$ cat src/rtl/sprite_vram_pkg.sv
// -----------------------------------------------------------------------------
// sprite_vram_pkg
// Shared widths, DMA state encoding and timing constants for the sprite VRAM
// controller slice (sprite_vram_ctrl and its DMA engine sprite_vram_dma).
//
// Contents:
//   WADDR_W_DEF / RADDR_W_DEF / DATA_W_DEF / LINE_W_DEF : default port widths
//   DMA_LEN_W    : width of the dma_len word-count port
//   DMA_MAX_LEN  : largest transfer the engine performs (longer requests clamp)
//   LINE_LATENCY : cycles from line_req_valid to line_data_valid
//   dma_state_t  : DMA FSM state encoding
//   clamp_len()  : saturates a requested word count to DMA_MAX_LEN
// -----------------------------------------------------------------------------
package sprite_vram_pkg;

    localparam int WADDR_W_DEF  = 15;
    localparam int RADDR_W_DEF  = 12;
    localparam int DATA_W_DEF   = 16;
    localparam int LINE_W_DEF   = 128;
    localparam int DMA_LEN_W    = 16;
    localparam int LINE_LATENCY = 2;

    localparam logic [DMA_LEN_W-1:0] DMA_MAX_LEN = 16'h8000;

    typedef enum logic [1:0] {
        DMA_IDLE = 2'd0,
        DMA_RUN  = 2'd1,
        DMA_DONE = 2'd2
    } dma_state_t;

    // A 32768-word transfer covers the whole pixel-pair space exactly once,
    // so anything longer would only rewrite words already written.
    function automatic logic [DMA_LEN_W-1:0] clamp_len(input logic [DMA_LEN_W-1:0] len);
        return (len > DMA_MAX_LEN) ? DMA_MAX_LEN : len;
    endfunction

endpackage

$ cat src/rtl/sprite_vram_dma.sv
// -----------------------------------------------------------------------------
// sprite_vram_dma
// DMA engine for the sprite VRAM controller: a three-state FSM (IDLE, RUN,
// DONE), the destination address counter and the remaining-word counter.
// The engine does not see the VRAM itself; the top arbitrates and tells it
// when one of its words has been accepted.
//
// Ports:
//   clk, reset    : clock, synchronous active-high reset
//   dma_start     : start pulse, honoured only in IDLE
//   dma_base      : first destination word address (latched on start)
//   dma_len       : word count (latched on start, clamped to DMA_MAX_LEN)
//   word_accept   : one DMA word transferred into the write register this cycle
//   dma_run       : FSM is in RUN (may request the write port)
//   dma_addr      : destination address of the next word
//   dma_busy      : high in RUN and DONE
//   dma_done      : one-cycle completion pulse (DONE state)
// -----------------------------------------------------------------------------
module sprite_vram_dma
    import sprite_vram_pkg::*;
#(
    parameter int WADDR_W = WADDR_W_DEF
) (
    input  logic                 clk,
    input  logic                 reset,
    input  logic                 dma_start,
    input  logic [WADDR_W-1:0]   dma_base,
    input  logic [DMA_LEN_W-1:0] dma_len,
    input  logic                 word_accept,
    output logic                 dma_run,
    output logic [WADDR_W-1:0]   dma_addr,
    output logic                 dma_busy,
    output logic                 dma_done
);

    dma_state_t             state_reg, state_next;
    logic [WADDR_W-1:0]     addr_reg;
    logic [DMA_LEN_W-1:0]   remain_reg;

    always_ff @(posedge clk) begin
        if (reset) begin
            state_reg <= DMA_IDLE;
        end else begin
            state_reg <= state_next;
        end
    end

    always_comb begin
        state_next = state_reg;
        case (state_reg)
            DMA_IDLE: begin
                // A zero-length request still reports completion.
                if (dma_start) begin
                    state_next = (dma_len == '0) ? DMA_DONE : DMA_RUN;
                end
            end
            DMA_RUN: begin
                if (word_accept && (remain_reg == DMA_LEN_W'(1))) begin
                    state_next = DMA_DONE;
                end
            end
            DMA_DONE: begin
                state_next = DMA_IDLE;
            end
            default: begin
                state_next = DMA_IDLE;
            end
        endcase
    end

    // Address wraps modulo 2^WADDR_W through natural overflow of the adder.
    always_ff @(posedge clk) begin
        if (reset) begin
            addr_reg   <= '0;
            remain_reg <= '0;
        end else if ((state_reg == DMA_IDLE) && dma_start) begin
            addr_reg   <= dma_base;
            remain_reg <= clamp_len(dma_len);
        end else if ((state_reg == DMA_RUN) && word_accept) begin
            addr_reg   <= addr_reg + 1'b1;
            remain_reg <= remain_reg - 1'b1;
        end
    end

    assign dma_run  = (state_reg == DMA_RUN);
    assign dma_busy = (state_reg == DMA_RUN) || (state_reg == DMA_DONE);
    assign dma_done = (state_reg == DMA_DONE);
    assign dma_addr = addr_reg;

endmodule

$ cat src/rtl/sprite_vram_ctrl.sv
// -----------------------------------------------------------------------------
// sprite_vram_ctrl
// Front end of a dual-port sprite VRAM (external block RAM). The single write
// port is shared round-robin between an MCU write channel and a DMA engine;
// the read port serves sprite-line fetches with a fixed two-cycle latency.
//
// Ports:
//   clk, reset                         : clock, synchronous active-high reset
//   mcu_wr_valid/ready/addr/data       : MCU word writes (valid/ready handshake)
//   dma_start/base/len, dma_busy/done  : DMA transfer control and status
//   dma_in_valid/ready/data            : DMA source word stream
//   vram_write_addr/data/enable        : registered BRAM write port
//   line_req_valid/addr                : sprite-line read request (always taken)
//   vram_read_addr, vram_read_data     : BRAM read port (registered read in BRAM)
//   line_data_valid, line_data         : returned sprite line
// -----------------------------------------------------------------------------
module sprite_vram_ctrl
    import sprite_vram_pkg::*;
#(
    parameter int WADDR_W = WADDR_W_DEF,
    parameter int RADDR_W = RADDR_W_DEF,
    parameter int DATA_W  = DATA_W_DEF,
    parameter int LINE_W  = LINE_W_DEF
) (
    input  logic                 clk,
    input  logic                 reset,

    input  logic                 mcu_wr_valid,
    output logic                 mcu_wr_ready,
    input  logic [WADDR_W-1:0]   mcu_wr_addr,
    input  logic [DATA_W-1:0]    mcu_wr_data,

    input  logic                 dma_start,
    input  logic [WADDR_W-1:0]   dma_base,
    input  logic [DMA_LEN_W-1:0] dma_len,
    output logic                 dma_busy,
    output logic                 dma_done,

    input  logic                 dma_in_valid,
    output logic                 dma_in_ready,
    input  logic [DATA_W-1:0]    dma_in_data,

    output logic [WADDR_W-1:0]   vram_write_addr,
    output logic [DATA_W-1:0]    vram_write_data,
    output logic                 vram_write_enable,

    input  logic                 line_req_valid,
    input  logic [RADDR_W-1:0]   line_req_addr,
    output logic [RADDR_W-1:0]   vram_read_addr,
    input  logic [LINE_W-1:0]    vram_read_data,
    output logic                 line_data_valid,
    output logic [LINE_W-1:0]    line_data
);

    // ------------------------------------------------------------------
    // DMA engine
    // ------------------------------------------------------------------
    logic               dma_run;
    logic [WADDR_W-1:0] dma_addr;
    logic               dma_grant;

    sprite_vram_dma #(
        .WADDR_W (WADDR_W)
    ) u_dma (
        .clk         (clk),
        .reset       (reset),
        .dma_start   (dma_start),
        .dma_base    (dma_base),
        .dma_len     (dma_len),
        .word_accept (dma_grant),
        .dma_run     (dma_run),
        .dma_addr    (dma_addr),
        .dma_busy    (dma_busy),
        .dma_done    (dma_done)
    );

    // ------------------------------------------------------------------
    // Write-port arbitration
    // A requester is pending only when it has a word to hand over, so a
    // grant is always a transfer. The pointer moves only on a tie and then
    // favours the loser, so a lone requester never costs the other a turn.
    // ------------------------------------------------------------------
    logic mcu_req;
    logic dma_req;
    logic mcu_grant;
    logic rr_dma_first_reg;

    always_comb begin
        mcu_req   = mcu_wr_valid;
        dma_req   = dma_run && dma_in_valid;
        mcu_grant = mcu_req && (!dma_req || !rr_dma_first_reg);
        dma_grant = dma_req && (!mcu_req ||  rr_dma_first_reg);
    end

    always_ff @(posedge clk) begin
        if (reset) begin
            rr_dma_first_reg <= 1'b0;
        end else if (mcu_req && dma_req) begin
            rr_dma_first_reg <= mcu_grant;
        end
    end

    assign mcu_wr_ready = mcu_grant;
    assign dma_in_ready = dma_grant;

    // ------------------------------------------------------------------
    // Registered write port: addr/data hold their last value when idle,
    // only the enable drops.
    // ------------------------------------------------------------------
    logic               wr_en_reg;
    logic [WADDR_W-1:0] wr_addr_reg;
    logic [DATA_W-1:0]  wr_data_reg;

    always_ff @(posedge clk) begin
        if (reset) begin
            wr_en_reg   <= 1'b0;
            wr_addr_reg <= '0;
            wr_data_reg <= '0;
        end else begin
            wr_en_reg <= mcu_grant || dma_grant;
            if (mcu_grant) begin
                wr_addr_reg <= mcu_wr_addr;
                wr_data_reg <= mcu_wr_data;
            end else if (dma_grant) begin
                wr_addr_reg <= dma_addr;
                wr_data_reg <= dma_in_data;
            end
        end
    end

    assign vram_write_enable = wr_en_reg;
    assign vram_write_addr   = wr_addr_reg;
    assign vram_write_data   = wr_data_reg;

    // ------------------------------------------------------------------
    // Line read pipeline: one cycle for the address register here, one for
    // the BRAM's registered read. No forwarding from the write port; a
    // same-cycle collision returns whatever the BRAM's read mode gives.
    // ------------------------------------------------------------------
    logic [RADDR_W-1:0]      rd_addr_reg;
    logic [LINE_LATENCY-1:0] rd_vld_reg;

    always_ff @(posedge clk) begin
        if (reset) begin
            rd_addr_reg <= '0;
        end else if (line_req_valid) begin
            rd_addr_reg <= line_req_addr;
        end
    end

    generate
        for (genvar gi = 0; gi < LINE_LATENCY; gi++) begin : g_rd_vld
            if (gi == 0) begin : g_first
                always_ff @(posedge clk) begin
                    if (reset) begin
                        rd_vld_reg[gi] <= 1'b0;
                    end else begin
                        rd_vld_reg[gi] <= line_req_valid;
                    end
                end
            end else begin : g_rest
                always_ff @(posedge clk) begin
                    if (reset) begin
                        rd_vld_reg[gi] <= 1'b0;
                    end else begin
                        rd_vld_reg[gi] <= rd_vld_reg[gi-1];
                    end
                end
            end
        end
    endgenerate

    assign vram_read_addr  = rd_addr_reg;
    assign line_data_valid = rd_vld_reg[LINE_LATENCY-1];
    assign line_data       = vram_read_data;

endmodule

$ cat config.mk
export PLATFORM = sky130hd
export DESIGN_NAME = sprite_vram_ctrl
export DESIGN_NICKNAME = d
export VERILOG_FILES = /design/src/rtl/sprite_vram_pkg.sv /design/src/rtl/sprite_vram_dma.sv /design/src/rtl/sprite_vram_ctrl.sv
export SDC_FILE = /design/constraint.sdc
export NUM_CORES = 1
export LEC_CHECK = 0
export BUFFER_PORTS_ARGS = -buffer_cell sky130_fd_sc_hd__buf_2
export CORE_AREA = 5 5 151 153
export DETAILED_ROUTE_END_ITERATION = 12
export DIE_AREA = 0 0 156 158
export GPL_TIMING_DRIVEN = 0
export PLACE_DENSITY = 0.62
export SYNTH_ARGS = -nofsm -noshare
export SYNTH_HDL_FRONTEND = slang
export SYNTH_HIERARCHICAL = 1
export SYNTH_SLANG_ARGS = --single-unit
$ cat constraint.sdc
create_clock -name clk -period 5.9 [get_ports clk]
set_input_delay 0.885 -clock clk [delete_from_list [all_inputs] [get_ports clk]]
set_output_delay 0.885 -clock clk [all_outputs]
set_load 0.05 [all_outputs]
# After elaboration in Yosys (flattened, before gate mapping)
# Index checks and enable logic that the tools add are counted.
# W data, S select, Z words.
classes:
  n_mux: 13
  n_reduce_logical: 19
  n_eq_ne: 5
  n_addsub: 2
  order_cmp: 1
op_table:
  columns: ["op", "count"]
  rows:
  - ["$mux W16", 5]
  - ["$mux W15", 4]
  - ["$eq A16 B1 Y1 const B", 1]
  - ["$gt A16 B16 Y1 const B", 1]
  - ["$logic_not A16 Y1", 1]
  - ["$sub A16 B1 Y16 const B", 1]
  - ["$add A15 B1 Y15 const B", 1]
  - ["$logic_and A1 B1 Y1", 7]
  - ["$mux W2", 3]
  - ["$logic_or A1 B1 Y1", 4]
  - ["$pmux W2 S2", 1]
  - ["$reduce_bool A2 Y1", 2]
  - ["$logic_not A1 Y1", 3]
  - ["$eq A2 B1 Y1 const B", 1]
  - ["$eq A2 B2 Y1 const B", 1]
  - ["$logic_not A2 Y1", 1]
  - ["$ne A2 B1 Y1 const B", 1]
  - ["$ne A2 B2 Y1 const B", 1]
  - ["$reduce_and A2 Y1", 1]
word_totals:
  regBits: 80

# Longest topological paths before layout
logic_depth:
  depth_word: 6
  depth_mapped: 9
  mapped_depth_nobuf: 8

# Hierarchy
# Netlist, hierarchy kept.
by_module_without_submodules:
  columns: ["mod", "n_inst", "area_per_inst_um2", "cells_per_inst"]
  rows:
  - ["sprite_vram_ctrl", 1, 2723.9, 288]
  - ["sprite_vram_dma", 1, 1966.9, 229]

# Least setup slack after synthesis
# No wires, ideal clock.
synth_timing:
  path_type: "input -> register"
  start: "in dma_in_valid"
  end: "reg u_dma.addr_reg[11], in the netlist u_dma/dma_addr[11]"
  t_arrival_ns: 3.299
  setup_ns: 0.091
  required_ns: 5.809
  cell_stages: 6
  setup_slack_ns: 2.510
  cell_sequence: "nand2_1 > a21oi_1 > nand3_1 > or2_2 > or4_1 > a311oi_1"
synth_between:
  elab_chain_len: 4
synth_lines:
  columns: ["element", "line_no", "text"]
  rows:
  - ["start, declared", "sprite_vram_ctrl.sv:39", "input logic dma_in_valid,"]
  - ["$logic_and A1 B1 Y1", "sprite_vram_ctrl.sv:90", "dma_req = dma_run && dma_in_valid;"]
  - ["$logic_and A1 B1 Y1", "sprite_vram_ctrl.sv:92", "dma_grant = dma_req && (!mcu_req || rr_dma_first_reg);"]
  - ["via dma_in_ready", "sprite_vram_ctrl.sv:40", "output logic dma_in_ready,"]
  - ["$logic_and A1 B1 Y1", "sprite_vram_dma.sv:79", "end else if ((state_reg == DMA_RUN) && word_accept) begin"]
  - ["$reduce_bool A2 Y1 (no line)", null, null]
  - ["end signal, assigned", "sprite_vram_dma.sv:77", "addr_reg <= dma_base;"]
  - ["end signal, assigned", "sprite_vram_dma.sv:80", "addr_reg <= addr_reg + 1'b1;"]
  - ["end, declared", "sprite_vram_dma.sv:37", "logic [WADDR_W-1:0] addr_reg;"]
# The timed path passes the listed nets, and every way through them passes these cells.
# A chain may end at the register's enable or synchronous reset.

# Final worst setup path
layout_timing:
  start: "reg u_dma.state_reg[1]"
  end: "reg u_dma.remain_reg[15]"
layout_between:
  elab_chain_len: 5
layout_lines:
  columns: ["element", "line_no", "text"]
  rows:
  - ["start, declared", "sprite_vram_dma.sv:36", "dma_state_t state_reg, state_next;"]
  - ["start signal, assigned", "sprite_vram_dma.sv:44", "state_reg <= state_next;"]
  - ["$eq A2 B1 Y1 *", "sprite_vram_dma.sv:85", "assign dma_run = (state_reg == DMA_RUN);"]
  - ["via dma_run", "sprite_vram_ctrl.sv:58", "logic dma_run;"]
  - ["$logic_and A1 B1 Y1", "sprite_vram_ctrl.sv:90", null]
  - ["$logic_and A1 B1 Y1", "sprite_vram_ctrl.sv:92", null]
  - ["$logic_and A1 B1 Y1 *", "sprite_vram_dma.sv:79", null]
  - ["$reduce_bool A2 Y1 (no line) *", null, null]
  - ["end signal, assigned", "sprite_vram_dma.sv:78", "remain_reg <= clamp_len(dma_len);"]
  - ["end signal, assigned", "sprite_vram_dma.sv:81", "remain_reg <= remain_reg - 1'b1;"]
  - ["end, declared", "sprite_vram_dma.sv:38", "logic [DMA_LEN_W-1:0] remain_reg;"]
# The timed path passes the listed nets; every way through them passes the cells marked *.

==> results.sh <==
export IMPL_drc_errors=0
export IMPL_power_leakage_nw=3.32
export IMPL_power_mw=1.85
export IMPL_r2r_slack_ns=2.51
export IMPL_path_max_fanout=8
export IMPL_netlist_instances=517
export IMPL_run_status="finished clean"
export IMPL_grt_max_degree=13
export IMPL_fin_crit_sh_pct=57.4
export IMPL_worstSkewPairLatency_ns=0.34
export IMPL_yosysTopAreaCell="dfxtp_1"
export IMPL_path_cells="inv_1 > ha_1 > nand2_1 > a21oi_1 > nor4bb_1 > nand3_1 > or4_1 > a311oi_1"
export IMPL_crit_type="reg2reg"
export IMPL_htree_levels=3
export IMPL_synth_distinct_cells=54
export IMPL_drive_above_1_share_pct=54.4
export IMPL_hp_class="reg2reg"
export IMPL_postRouteWirelength_um=16200
export IMPL_post_cts_buffers=0
export IMPL_wl_per_cell_um=15.0
export IMPL_clkTransAtPathRegs_ns=0.06
export IMPL_stdcell_area_um2=6710
export IMPL_crit_required_ns=6.14
export IMPL_antenna_found_initial=0
export IMPL_setup_violations=0
export IMPL_dp_hpwl_um=13500
export IMPL_final_common_cell="buf_2"
export IMPL_antenna_left=0
export IMPL_dieWidth_um=156
export IMPL_cp_slowest_cell="a21oi_1"
export IMPL_cts_hold_buf=0
export IMPL_die_y_um=158
export IMPL_cp_start_kind="register"
export IMPL_synth_async_sr_flop_share_pct=0
export IMPL_grt_overflow_total=0
export IMPL_final_cell_mix="buf_2, buf_4, dfxtp_1, nor2_1, a221o_1"
export IMPL_die_area_um2=24600
export IMPL_post_cts_resized=0
export IMPL_clock_fmax_mhz=295
export IMPL_maxSlewHeadroom_pct=36.9
export IMPL_vias_per_cell=4.27
export IMPL_finClkSkew_ns=0.00748
export IMPL_fin_crit_ns=3.39
export IMPL_grt_util_all_layers_pct=12.2
export IMPL_arrival_ns=3.63
export IMPL_synth_seq_cells=80
export IMPL_end_kind="register"
export IMPL_grt_pass1_vias=4407
export IMPL_syn_area_per_cell_um2=9.07
export IMPL_diodes=0
export IMPL_maxCapViolCount=0
export IMPL_initial_utilization_pct=21.9
export IMPL_tightest_slew_ns=0.946
export IMPL_place_congestion=0.806
export IMPL_syn_area_um2=4690
export IMPL_placed_area_um2=6390
export IMPL_port_buffers=270
export IMPL_final_hold_viol_count=0
export IMPL_cts_buffers=9
export IMPL_syn_nets=747
export IMPL_syn2layout_area_growth_pct=43.1
export IMPL_clockBufferDepth=2
export IMPL_ctsRootBufferMaster="clkbuf_16"
export IMPL_ios=401
export IMPL_synth_edf_count=0
export IMPL_synthTopCellsByArea="dfxtp_1, buf_4, a221o_1"
export IMPL_firstDrtPassIters=4
export IMPL_cts_tree="done"
export IMPL_core_area_um2=21400
export IMPL_slew_violations=0
export IMPL_synth_sequential_area_ratio_pct=34.1
export IMPL_rsz0062_at_grt="false"
export IMPL_grt_pass1_wl_um=23700
export IMPL_yosys_area_top_type_share_pct=34.1
export IMPL_totalNegativeSetupSlack_ns=0
export IMPL_vias=4621
export IMPL_drt_initial_drc_count=204
export IMPL_synth_warnings=6
export IMPL_max_stage_delay_ns=0.74
export IMPL_cts_sinks=80
export IMPL_nNetsFinal=1028
export IMPL_ir_worst_vdd_mv=0.0988
export IMPL_rows=54
export IMPL_p_per_area_nw_per_um2=276
export IMPL_synth_ff_type="dfxtp_1"
## worst paths after layout
kind | start | depth (start not counted) | to
min | rd_vld_reg[0]$_SDFF_PP0_ | 1 | line_data_valid$_SDFF_PP0_
max reg2reg | u_dma/state_reg[1]$_SDFFE_PP0P_ | 8 | u_dma/remain_reg[15]$_SDFFE_PP0P_
min reg2reg | rd_vld_reg[0]$_SDFF_PP0_ | 1 | line_data_valid$_SDFF_PP0_
max | u_dma/state_reg[1]$_SDFFE_PP0P_ | 8 | u_dma/remain_reg[15]$_SDFFE_PP0P_
## stage by stage
step	util [%]	setup slack, ns	hold WS [ns]	instances
6_report	31.3	2.51	0.447	1082
3_3_place_gp	29.8	2.24	0.428	1067
2_1_floorplan	-	2.51	0.414	517
4_1_cts	31.3	2.41	0.449	1082
3_5_place_dp	29.8	2.15	0.435	1067
5_1_grt	31.3	2.10	0.471	1082
## final cells by class
class | instances | area, um2
fill | 2289 | 14700
clock inverter | 3 | 65.1
sequential | 80 | 1600
inverter | 10 | 37.5
multi-input combinational | 275 | 1950
buffer | 152 | 1100
clock buffer | 12 | 256
timing repair buffer | 270 | 1350
tap | 280 | 350
## cell families (layout without fill, tap and decap cells)
kind of cell / after synthesis / count (layout) / share of synthesized area (%)
and+or+nand+nor: 148 / 148 / 17.5
buffers and inverters: 162 / 447 / 24.2
adders and majority gates: 6 / 6 / 1.60
muxes: 14 / 14 / 2.99
AOI/OAI and AO/OA: 90 / 90 / 16.4
DFF: 80 / 80 / 34.1
xor gates and xnor gates: 17 / 17 / 3.17
## critical path, delay by kind of cell, from the launching register on
kind	cells	cell delay (ns)
and+or+nand+nor	4	1.57
buffers and inverters	1	0.08
DFF	1	0.32
AOI/OAI and AO/OA	2	1.02
adders and majority gates	1	0.28
## power by group
part	switching, mW	internal (mW)	total [mW]
clock network	0.221	0.391	0.612
logic	0.407	0.204	0.611
registers	0.0413	0.588	0.629
## per-layer routing
layer / global-route usage (%) / vias to the layer above / routed length [um]
li1: - / 2285 / -
met1: 14.6 / 2093 / 6380
met2: 21.4 / 232 / 8190
met3: 3.01 / 11 / 1470
met4: 3.83 / 0 / 160
met5: 0 / - / 0
## synthesized netlist by cell type, types with 5 or more instances
| master | n |
|---|---|
| a211oi_1 | 14 |
| a21oi_1 | 10 |
| a221o_1 | 34 |
| a22o_1 | 5 |
| and2_0 | 30 |
| buf_2 | 8 |
| buf_4 | 129 |
| clkbuf_1 | 11 |
| dfxtp_1 | 80 |
| ha_1 | 6 |
| inv_1 | 10 |
| mux2i_1 | 14 |
| nand2_1 | 11 |
| nand3_1 | 12 |
| nand4_1 | 7 |
| nor2_1 | 39 |
| nor3_1 | 8 |
| nor4_1 | 8 |
| o31ai_1 | 5 |
| xnor2_1 | 11 |
| xor2_1 | 6 |
Power figures use the tool's default switching activity.
